**src/rtl/chacha_pkg.sv**
```systemverilog
// rtl/chacha_pkg.sv - shared widths and FSM state type for the ChaCha keystream controller
package chacha_pkg;

  localparam int KEY_WIDTH         = 256;
  localparam int NONCE_WIDTH       = 96;
  localparam int BLOCK_COUNT_WIDTH = 32;
  localparam int WIDTH             = 32;
  localparam int OUT_WIDTH         = 512;
  localparam int WORDS_PER_BLOCK   = 16;

  typedef enum logic [2:0] {
    ST_IDLE   = 3'd0,
    ST_ISSUE  = 3'd1,
    ST_WAIT   = 3'd2,
    ST_STREAM = 3'd3,
    ST_FIN    = 3'd4
  } ks_state_t;

endpackage

```
**src/rtl/chacha_ks_serializer.sv**
```systemverilog
// rtl/chacha_ks_serializer.sv - single-buffer block capture and word serializer with ready/valid output
module chacha_ks_serializer #(
  parameter int WIDTH     = chacha_pkg::WIDTH,
  parameter int OUT_WIDTH = chacha_pkg::OUT_WIDTH,
  parameter int NWORDS    = chacha_pkg::WORDS_PER_BLOCK
) (
  input  logic                 clk,
  input  logic                 resetn,
  input  logic                 load,
  input  logic [OUT_WIDTH-1:0] load_data,
  input  logic                 last_block,
  output logic                 ks_valid,
  input  logic                 ks_ready,
  output logic [WIDTH-1:0]     ks_data,
  output logic                 ks_last,
  output logic                 block_done
);

  localparam int IDX_W = $clog2(NWORDS);

  logic [OUT_WIDTH-1:0] blk_q;
  logic [IDX_W-1:0]     idx_q;
  logic                 valid_q;
  logic                 xfer;
  logic                 at_end;

  assign xfer       = valid_q && ks_ready;
  assign at_end     = (idx_q == IDX_W'(NWORDS - 1));
  assign block_done = xfer && at_end;

  // The buffer shifts toward the MSB, so the current word is always the top slice.
  assign ks_valid = valid_q;
  assign ks_data  = blk_q[OUT_WIDTH-1 -: WIDTH];
  assign ks_last  = valid_q && at_end && last_block;

  always_ff @(posedge clk or negedge resetn) begin
    if (!resetn) begin
      blk_q   <= '0;
      idx_q   <= '0;
      valid_q <= 1'b0;
    end else if (load) begin
      blk_q   <= load_data;
      idx_q   <= '0;
      valid_q <= 1'b1;
    end else if (xfer) begin
      blk_q <= blk_q << WIDTH;
      if (at_end) begin
        idx_q   <= '0;
        valid_q <= 1'b0;
      end else begin
        idx_q <= idx_q + IDX_W'(1);
      end
    end
  end

endmodule

```
**src/rtl/chacha_keystream_ctrl.sv**
```systemverilog
// rtl/chacha_keystream_ctrl.sv - ChaCha keystream command controller
// Requests one block-function result per block and streams it out as words.
module chacha_keystream_ctrl #(
  parameter int KEY_WIDTH         = chacha_pkg::KEY_WIDTH,
  parameter int NONCE_WIDTH       = chacha_pkg::NONCE_WIDTH,
  parameter int BLOCK_COUNT_WIDTH = chacha_pkg::BLOCK_COUNT_WIDTH,
  parameter int WIDTH             = chacha_pkg::WIDTH,
  parameter int OUT_WIDTH         = chacha_pkg::OUT_WIDTH,
  parameter int NBLK_WIDTH        = 16
) (
  input  logic                         clk,
  input  logic                         resetn,
  input  logic                         cmd_valid,
  output logic                         cmd_ready,
  input  logic [KEY_WIDTH-1:0]         cmd_key,
  input  logic [NONCE_WIDTH-1:0]       cmd_nonce,
  input  logic [BLOCK_COUNT_WIDTH-1:0] cmd_counter,
  input  logic [NBLK_WIDTH-1:0]        cmd_nblocks,
  output logic                         bf_start,
  output logic [KEY_WIDTH-1:0]         bf_key,
  output logic [NONCE_WIDTH-1:0]       bf_nonce,
  output logic [BLOCK_COUNT_WIDTH-1:0] bf_block_count,
  input  logic                         bf_ready,
  input  logic                         bf_valid,
  input  logic [OUT_WIDTH-1:0]         bf_out,
  output logic                         ks_valid,
  input  logic                         ks_ready,
  output logic [WIDTH-1:0]             ks_data,
  output logic                         ks_last,
  output logic                         busy,
  output logic                         done,
  output logic                         err
);

  import chacha_pkg::*;

  localparam int CW = BLOCK_COUNT_WIDTH + 1;

  ks_state_t                    state;
  logic [KEY_WIDTH-1:0]         key_q;
  logic [NONCE_WIDTH-1:0]       nonce_q;
  logic [BLOCK_COUNT_WIDTH-1:0] count_q;
  logic [NBLK_WIDTH-1:0]        remain_q;
  logic                         run_q;
  logic                         err_q;
  logic                         accept;
  logic                         load;
  logic                         blk_done;
  logic [CW-1:0]                last_cnt;
  logic                         overflow;

  // run_q keeps cmd_ready low through reset and raises it on the first edge after release.
  assign cmd_ready = (state == ST_IDLE) && run_q;
  assign accept    = cmd_valid && cmd_ready;
  assign busy      = (state != ST_IDLE);
  assign done      = (state == ST_FIN);
  assign err       = err_q;
  assign bf_start  = (state == ST_ISSUE) && bf_ready;
  assign load      = (state == ST_WAIT) && bf_valid;

  assign bf_key         = key_q;
  assign bf_nonce       = nonce_q;
  assign bf_block_count = count_q;

  // Counter of the final block, one bit wider so a wrap past the top shows up as overflow.
  assign last_cnt = {1'b0, cmd_counter} + CW'(cmd_nblocks) - CW'(1);
  assign overflow = (last_cnt > CW'({BLOCK_COUNT_WIDTH{1'b1}}));

  always_ff @(posedge clk or negedge resetn) begin
    if (!resetn) begin
      state    <= ST_IDLE;
      key_q    <= '0;
      nonce_q  <= '0;
      count_q  <= '0;
      remain_q <= '0;
      run_q    <= 1'b0;
      err_q    <= 1'b0;
    end else begin
      run_q <= 1'b1;
      err_q <= 1'b0;
      case (state)
        ST_IDLE: begin
          if (accept) begin
            key_q    <= cmd_key;
            nonce_q  <= cmd_nonce;
            count_q  <= cmd_counter;
            remain_q <= cmd_nblocks;
            if (cmd_nblocks == '0) begin
              state <= ST_FIN;
            end else if (overflow) begin
              err_q <= 1'b1;
            end else begin
              state <= ST_ISSUE;
            end
          end
        end
        ST_ISSUE: begin
          if (bf_ready) state <= ST_WAIT;
        end
        ST_WAIT: begin
          if (bf_valid) state <= ST_STREAM;
        end
        ST_STREAM: begin
          if (blk_done) begin
            if (remain_q != NBLK_WIDTH'(1)) begin
              remain_q <= remain_q - NBLK_WIDTH'(1);
              count_q  <= count_q + BLOCK_COUNT_WIDTH'(1);
              state    <= ST_ISSUE;
            end else begin
              state <= ST_FIN;
            end
          end
        end
        ST_FIN: begin
          state <= ST_IDLE;
        end
        default: begin
          state <= ST_IDLE;
        end
      endcase
    end
  end

  chacha_ks_serializer #(
    .WIDTH     (WIDTH),
    .OUT_WIDTH (OUT_WIDTH),
    .NWORDS    (OUT_WIDTH / WIDTH)
  ) u_ser (
    .clk        (clk),
    .resetn     (resetn),
    .load       (load),
    .load_data  (bf_out),
    .last_block (remain_q == NBLK_WIDTH'(1)),
    .ks_valid   (ks_valid),
    .ks_ready   (ks_ready),
    .ks_data    (ks_data),
    .ks_last    (ks_last),
    .block_done (blk_done)
  );

endmodule

```
**config.mk**
```make
export PLATFORM = sky130hd
export DESIGN_NAME = chacha_keystream_ctrl
export DESIGN_NICKNAME = d
export VERILOG_FILES = /design/src/rtl/chacha_pkg.sv /design/src/rtl/chacha_ks_serializer.sv /design/src/rtl/chacha_keystream_ctrl.sv
export SDC_FILE = /design/constraint.sdc
export NUM_CORES = 2
export LEC_CHECK = 0
export BUFFER_PORTS_ARGS = -buffer_cell sky130_fd_sc_hd__buf_4
export CAP_MARGIN = 20
export CORE_AREA = 4 4 521 523
export CTS_CLUSTER_DIAMETER = 30
export DETAILED_ROUTE_END_ITERATION = 10
export DIE_AREA = 0 0 525 527
export GPL_TIMING_DRIVEN = 0
export MAX_ROUTING_LAYER = met4
export PLACE_DENSITY_LB_ADDON = 0.2
export SLEW_MARGIN = 20
export SYNTH_ARGS = -nofsm -noshare
export SYNTH_HDL_FRONTEND = slang
export SYNTH_SLANG_ARGS = --single-unit
```
**constraint.sdc**
```tcl
create_clock -name clk -period 7.4 [get_ports clk]
set_clock_uncertainty 0.05 [all_clocks]
set_input_delay 0.74 -clock clk [delete_from_list [all_inputs] [get_ports clk]]
set_output_delay 0.74 -clock clk [all_outputs]
set_load 0.01 [all_outputs]
```
* Word level (Yosys, flattened, before mapping) *
Index checks and enable logic that the tools add are counted.

word-level totals
  register bits after elaboration = 922
  input port bits = 918
  output and inout bits = 423
  logic and storage cells = 75

cells by class
  add/sub/neg operators = 5
  $lt $le $gt $ge = 1
  equal/unequal tests = 13
  multiplexer cells = 28
  reduce and logical (&&, ||, !) cells = 18

operator list
  operator                                                                           count
  512-bit 2-to-1 mux                                                                 2
  32-bit 2-to-1 mux                                                                  3
  32-bit one-hot mux with 2 select lines                                             1
  16-bit 2-to-1 mux                                                                  3
  32-bit by 16-bit adder with 33-bit output                                          1
  33-bit by 32-bit greater-than comparator with 1-bit output, second input constant  1
  33-bit by 1-bit subtractor with 33-bit output, second input constant               1
  32-bit by 1-bit adder with 32-bit output, second input constant                    1
  16-bit one-hot mux with 2 select lines                                             1
  3-bit 2-to-1 mux                                                                   7
  16-bit by 1-bit == test with 1-bit output, second input constant                   1
  16-bit zero test                                                                   1
  16-bit by 1-bit inequality test with 1-bit output, second input constant           1
  16-bit by 1-bit subtractor with 16-bit output, second input constant               1
  4-bit 2-to-1 mux                                                                   3
  3-bit one-hot mux with 4 select lines                                              1
  2-bit inequality test, second input constant                                       5
  1-bit logical AND                                                                  8
  1-bit 2-to-1 mux                                                                   7
  3-bit by 2-bit == test with 1-bit output, second input constant                    2
  2-bit nonzero test                                                                 3
  5-bit AND reduction                                                                1
  4-bit by 1-bit adder with 4-bit output, second input constant                      1
  4-bit == test, second input constant                                               1
  7 further kinds                                                                    8

* Longest topological paths before layout *
  depth after elaboration = 7
  gate-level depth with buffers = 10
  depth with buffers taken out = 10

* Hierarchy *
Synthesis repeated with hierarchy kept, for this count alone.

second synthesis, totals
  cells, all modules = 4343
  area total of the unflattened synthesis = 41048.1 sq um

modules (own cells, without submodules)
  module                 instances  cells each  area each (sq um)  sequential area each (sq um)
  chacha_ks_serializer   1          2277        23545.1            12937.4
  chacha_keystream_ctrl  1          2066        17503.0            10134.7

* Worst setup path after synthesis *
Ideal clock, no wire load.

  kind = register to output
  from = reg remain_q[7]
  to = out ks_last
  data arrival time = 1.844 ns
  required time = 6.610 ns
  slack = 4.766 ns
  stages on the path, launching flop included = 7
  path buffers = 2
  cell sequence = dfrtp_1 -> or4_1 -> buf_2 -> nor4_4 -> and4b_1 -> buf_4 -> and3_1

between the ends
  cells in the longest elaborated chain, start to end = 2

ends and longest elaborated chain
  item                                       line                          source
  start: declaration                         chacha_keystream_ctrl.sv:43   logic [NBLK_WIDTH-1:0] remain_q;
  start signal: assignment                   chacha_keystream_ctrl.sv:87   remain_q <= cmd_nblocks;
  start signal: assignment                   chacha_keystream_ctrl.sv:106  remain_q <= remain_q - NBLK_WIDTH'(1);
  16-bit by 1-bit == test with 1-bit output  chacha_keystream_ctrl.sv:133  .last_block (remain_q == NBLK_WIDTH'(1)),
  1-bit logical AND                          chacha_ks_serializer.sv:34    assign ks_last = valid_q && at_end && last_block;
  end: declaration                           chacha_keystream_ctrl.sv:29   output logic ks_last,

No other way between the ends.

* Worst setup path after layout *
  from = reg state[0]
  to = reg nonce_q[78] (netlist: bf_nonce[78])

between the ends
  cells in the longest elaborated chain, start to end = 4

ends and longest elaborated chain
  item                             line                                                      source
  start: declaration               chacha_keystream_ctrl.sv:39                               ks_state_t state;
  start signal: assignment         chacha_keystream_ctrl.sv:71                               state <= ST_IDLE;
  start signal: assignment         chacha_keystream_ctrl.sv:89                               state <= ST_FIN;
  start signal: assignment         chacha_keystream_ctrl.sv:93                               state <= ST_ISSUE;
  3-bit zero test *                chacha_keystream_ctrl.sv:53, chacha_keystream_ctrl.sv:81
  1-bit logical AND                chacha_keystream_ctrl.sv:53                               assign cmd_ready = (state == ST_IDLE) && run_q;
  1-bit logical AND                chacha_keystream_ctrl.sv:54                               assign accept = cmd_valid && cmd_ready;
  2-bit AND reduction (no line) *  n/a
  end signal: assignment           chacha_keystream_ctrl.sv:85                               nonce_q <= cmd_nonce;
  end: declaration                 chacha_keystream_ctrl.sv:41                               logic [NONCE_WIDTH-1:0] nonce_q;

Every way passes the cells marked *; elsewhere a longest branch is shown, timed or not.
A chain may end at the register's enable or synchronous reset.

==> out/results.tsv <==
metric	value	unit
outcome	complete, no violations	
p_leak	0.0336	uW
finalSetupViolCount	0	
ys.flop_type	dfrtp_1	
cts-root-buf	clkbuf_16	
synth_top_cell_area_share	57.0	%
grt-ovfl-total	0	
cts_made_buffers	320	
fin_ws	2930	ps
arrival	5220	ps
r2r_cells	9	
grt.total_usage	19.6	%
nNetsFinal	7820	
fin_cells	10700	
ys_ff_latch	922	
clock_path_buffers	4	
routedWlPerCell	25.5	um
yosys_warnings	0	
multiInputGateArea	15600	um^2
endpoint_kind	flop	
p_per_area	461	nW/um^2
fin_setup_tns	0	ps
antenna_found_initial	99	
syn2layout_area_growth	72.2	%
numPortBuffers	1340	
dr.first_iter.drc_count	2913	
grt_pass1_wl	372000	um
htreeDepth	5	
crit_fanout	10	
cts_tree	built	
placedCellCount	9774	
max_slew_margin	25.3	%
start_util	15.2	%
max-cap-violations	0	
timing.rr.end	bf_nonce[78]	
synthTopCellsByArea	dfrtp_1 (57%), nand2_1 (20%), a31oi_1 (7.5%), nor2_1 (4.7%), clkbuf_1 (2.9%)	
rsz0062_at_grt	false	
seq_area_frac_synth	57.0	%
dieHeight	527	um
syn_area	40500	um^2
min_path_cells	3	
maxSlewViolCount	0	
utilization	26.1	%
fmax	224	MHz
ys_async_sr_fraction	100	%
fp.dieW	525	um
worstReg2RegStart	state[0]	
worst-setup-path-type	reg -> reg	
rrSetupSlack	2930	ps
cp-start-kind	flop	
num_vias	43500	
clkSlewWorstSetupHoldPaths	40	ps
syn_nets	5839	
synth_cells	4870	
fillers	29200	
grt_pass1_vias	45400	
avgSynthCellArea	8.32	um^2
endpoint	bf_nonce[78]	
drc	0	
ir_drop	219	uV
drt_wl_total	274000	um
cts.sinks	922	
dieArea	277000	um^2
cp_data_required_time	8150	ps
hold_viol	0	
seqCellArea	23100	um^2
worstMarginPinSlew	1120	ps
drive_gt1_share	27.2	%
min_period	4470	ps
core	267000	um^2
rows	190	
ys_types	55	
place_hpwl	225000	um
synth_edf_count	0	
synth_largest_area_cell	dfrtp_1	
vias_per_cell	4.05	
dp_slack	2830	ps
grt_max_degree	128	
min_period_over_period	60.4	%
cts_setup_buffers	0	
clock_latency	870	ps
ioPinCount	1341	
startpoint	state[0]	
ant_nets	0	
gp_congestion	0.973	
hold_class	in -> reg	
first_pass_iters	5	
## worst min path at each step
stage / from / endpoint
detailed placement: bf_nonce[19] / bf_nonce[19]
global route: cmd_key[5] / bf_key[5]
CTS: cmd_nonce[22] / bf_nonce[22]
global placement: bf_key[244] / bf_key[244]
floorplan: resetn / bf_block_count[0]
finish: cmd_key[240] / bf_key[240]
## where the power goes
group | leakage, uW | internal, uW | switching (uW)
Combinational | 0.0168 | 3590 | 5380
Clock | 0.00549 | 9790 | 4040
Sequential | 0.0113 | 7500 | 1840
## layout by cell type, fill, tap and decap left out, types with 16 or more instances in the layout
master,n
ha_1,51
bufinv_16,33
clkbuf_16,323
dfrtp_1,922
a21oi_1,61
buf_4,1373
o21ai_0,49
inv_1,84
nand3_1,57
nor3_1,16
clkbuf_8,67
clkbuf_1,374
nand2_1,2134
o22ai_1,19
dlygate4sd3_1,307
diode_2,71
clkinv_2,62
a31oi_1,485
nor2_1,512
## kinds of logic (layout without fill, tap and decap cells)
kind of cell	count (synthesis)	after routing	synth area share, %
other cells	1	72	0.00926
xor+xnor	1	1	0.0216
simple gates	2775	2775	26.4
flops	922	922	57.0
compound gates	674	674	10.6
buf+inv	446	2692	4.48
fa+ha+maj	51	51	1.58
## what timing repair did
| action | 4_1_cts | 5_1_grt |
|---|---|---|
| hold endpoints to repair | 367 | 0 |
| hold buffers | 307 | 0 |
| resized for setup | 0 | 0 |
## per-layer routing
layer / global-route usage [%] / up-vias / part of all wire, %
li1: - / 20100 / -
met1: 27.3 / 21400 / 48
met2: 28.5 / 1699 / 43
met3: 4.87 / 301 / 6.6
met4: 4.38 / 0 / 1.9
met5: - / - / 0
## critical path, stage by stage (launching register included)
cell and delay (ps):
dfrtp_1 350, clkbuf_1 210, nor3_1 480, inv_1 140, nor2_1 600, clkbuf_1 740, clkbuf_1 680, clkbuf_1 730
nand2_1 270, nand2_1 110
## Yosys cell counts (2+ instances only)
master and count:
a211oi_1 4, a21o_1 2, a21oi_1 61, a21oi_2 5, a22o_1 3, a22oi_1 8, a2bb2oi_1 2, a31o_2 2
a31oi_1 485, and2_1 4, and3_1 7, and4_1 4, buf_1 6, buf_2 8, buf_4 33, clkbuf_1 314
dfrtp_1 922, ha_1 51, inv_1 84, nand2_1 2134, nand2b_1 5, nand3_1 57, nand4_1 11, nor2_1 512
nor2b_1 2, nor3_1 17, nor3b_1 2, nor4_1 7, o2111ai_1 2, o211ai_1 3, o21a_1 3, o21ai_0 49
o22a_1 3, o22ai_1 19, o2bb2a_4 6, o2bb2ai_1 7, o31ai_1 2, or3_1 7
## flip-flops by register name, indices dropped and copies added (netlist names)
name and cells:
run_q 1, u_ser.idx_q 4, u_ser.ks_valid 1, bf_key 256, bf_nonce 96, err 1, u_ser.blk_q 512, state 3
remain_q 16, bf_block_count 32
## stage by stage
| step | power [uW] | hold slack [ps] | cell area (um^2) |
|---|---|---|---|
| after global placement | 18300 | 411 | 55000 |
| after floorplan | 12800 | 394 | 40500 |
| final | 32100 | 95.4 | 69700 |
| after detailed placement | 18400 | 413 | 55300 |
| after global routing | 33900 | 36.9 | 69700 |
| after CTS | 32600 | 0.331 | 69600 |
## layout make-up
cell class / instances / share of cell area, %
Inverter: 84 / 0.452
Clock inverter: 127 / 2.71
Timing Repair Buffer: 1659 / 19.3
Buffer: 362 / 2.17
Tap cell: 3552 / 6.37
Antenna cell: 71 / 0.255
Multi-Input combinational cell: 3502 / 22.4
Clock buffer: 460 / 13.3
Sequential cell: 922 / 33.1
(Power assumes the default switching activity.)
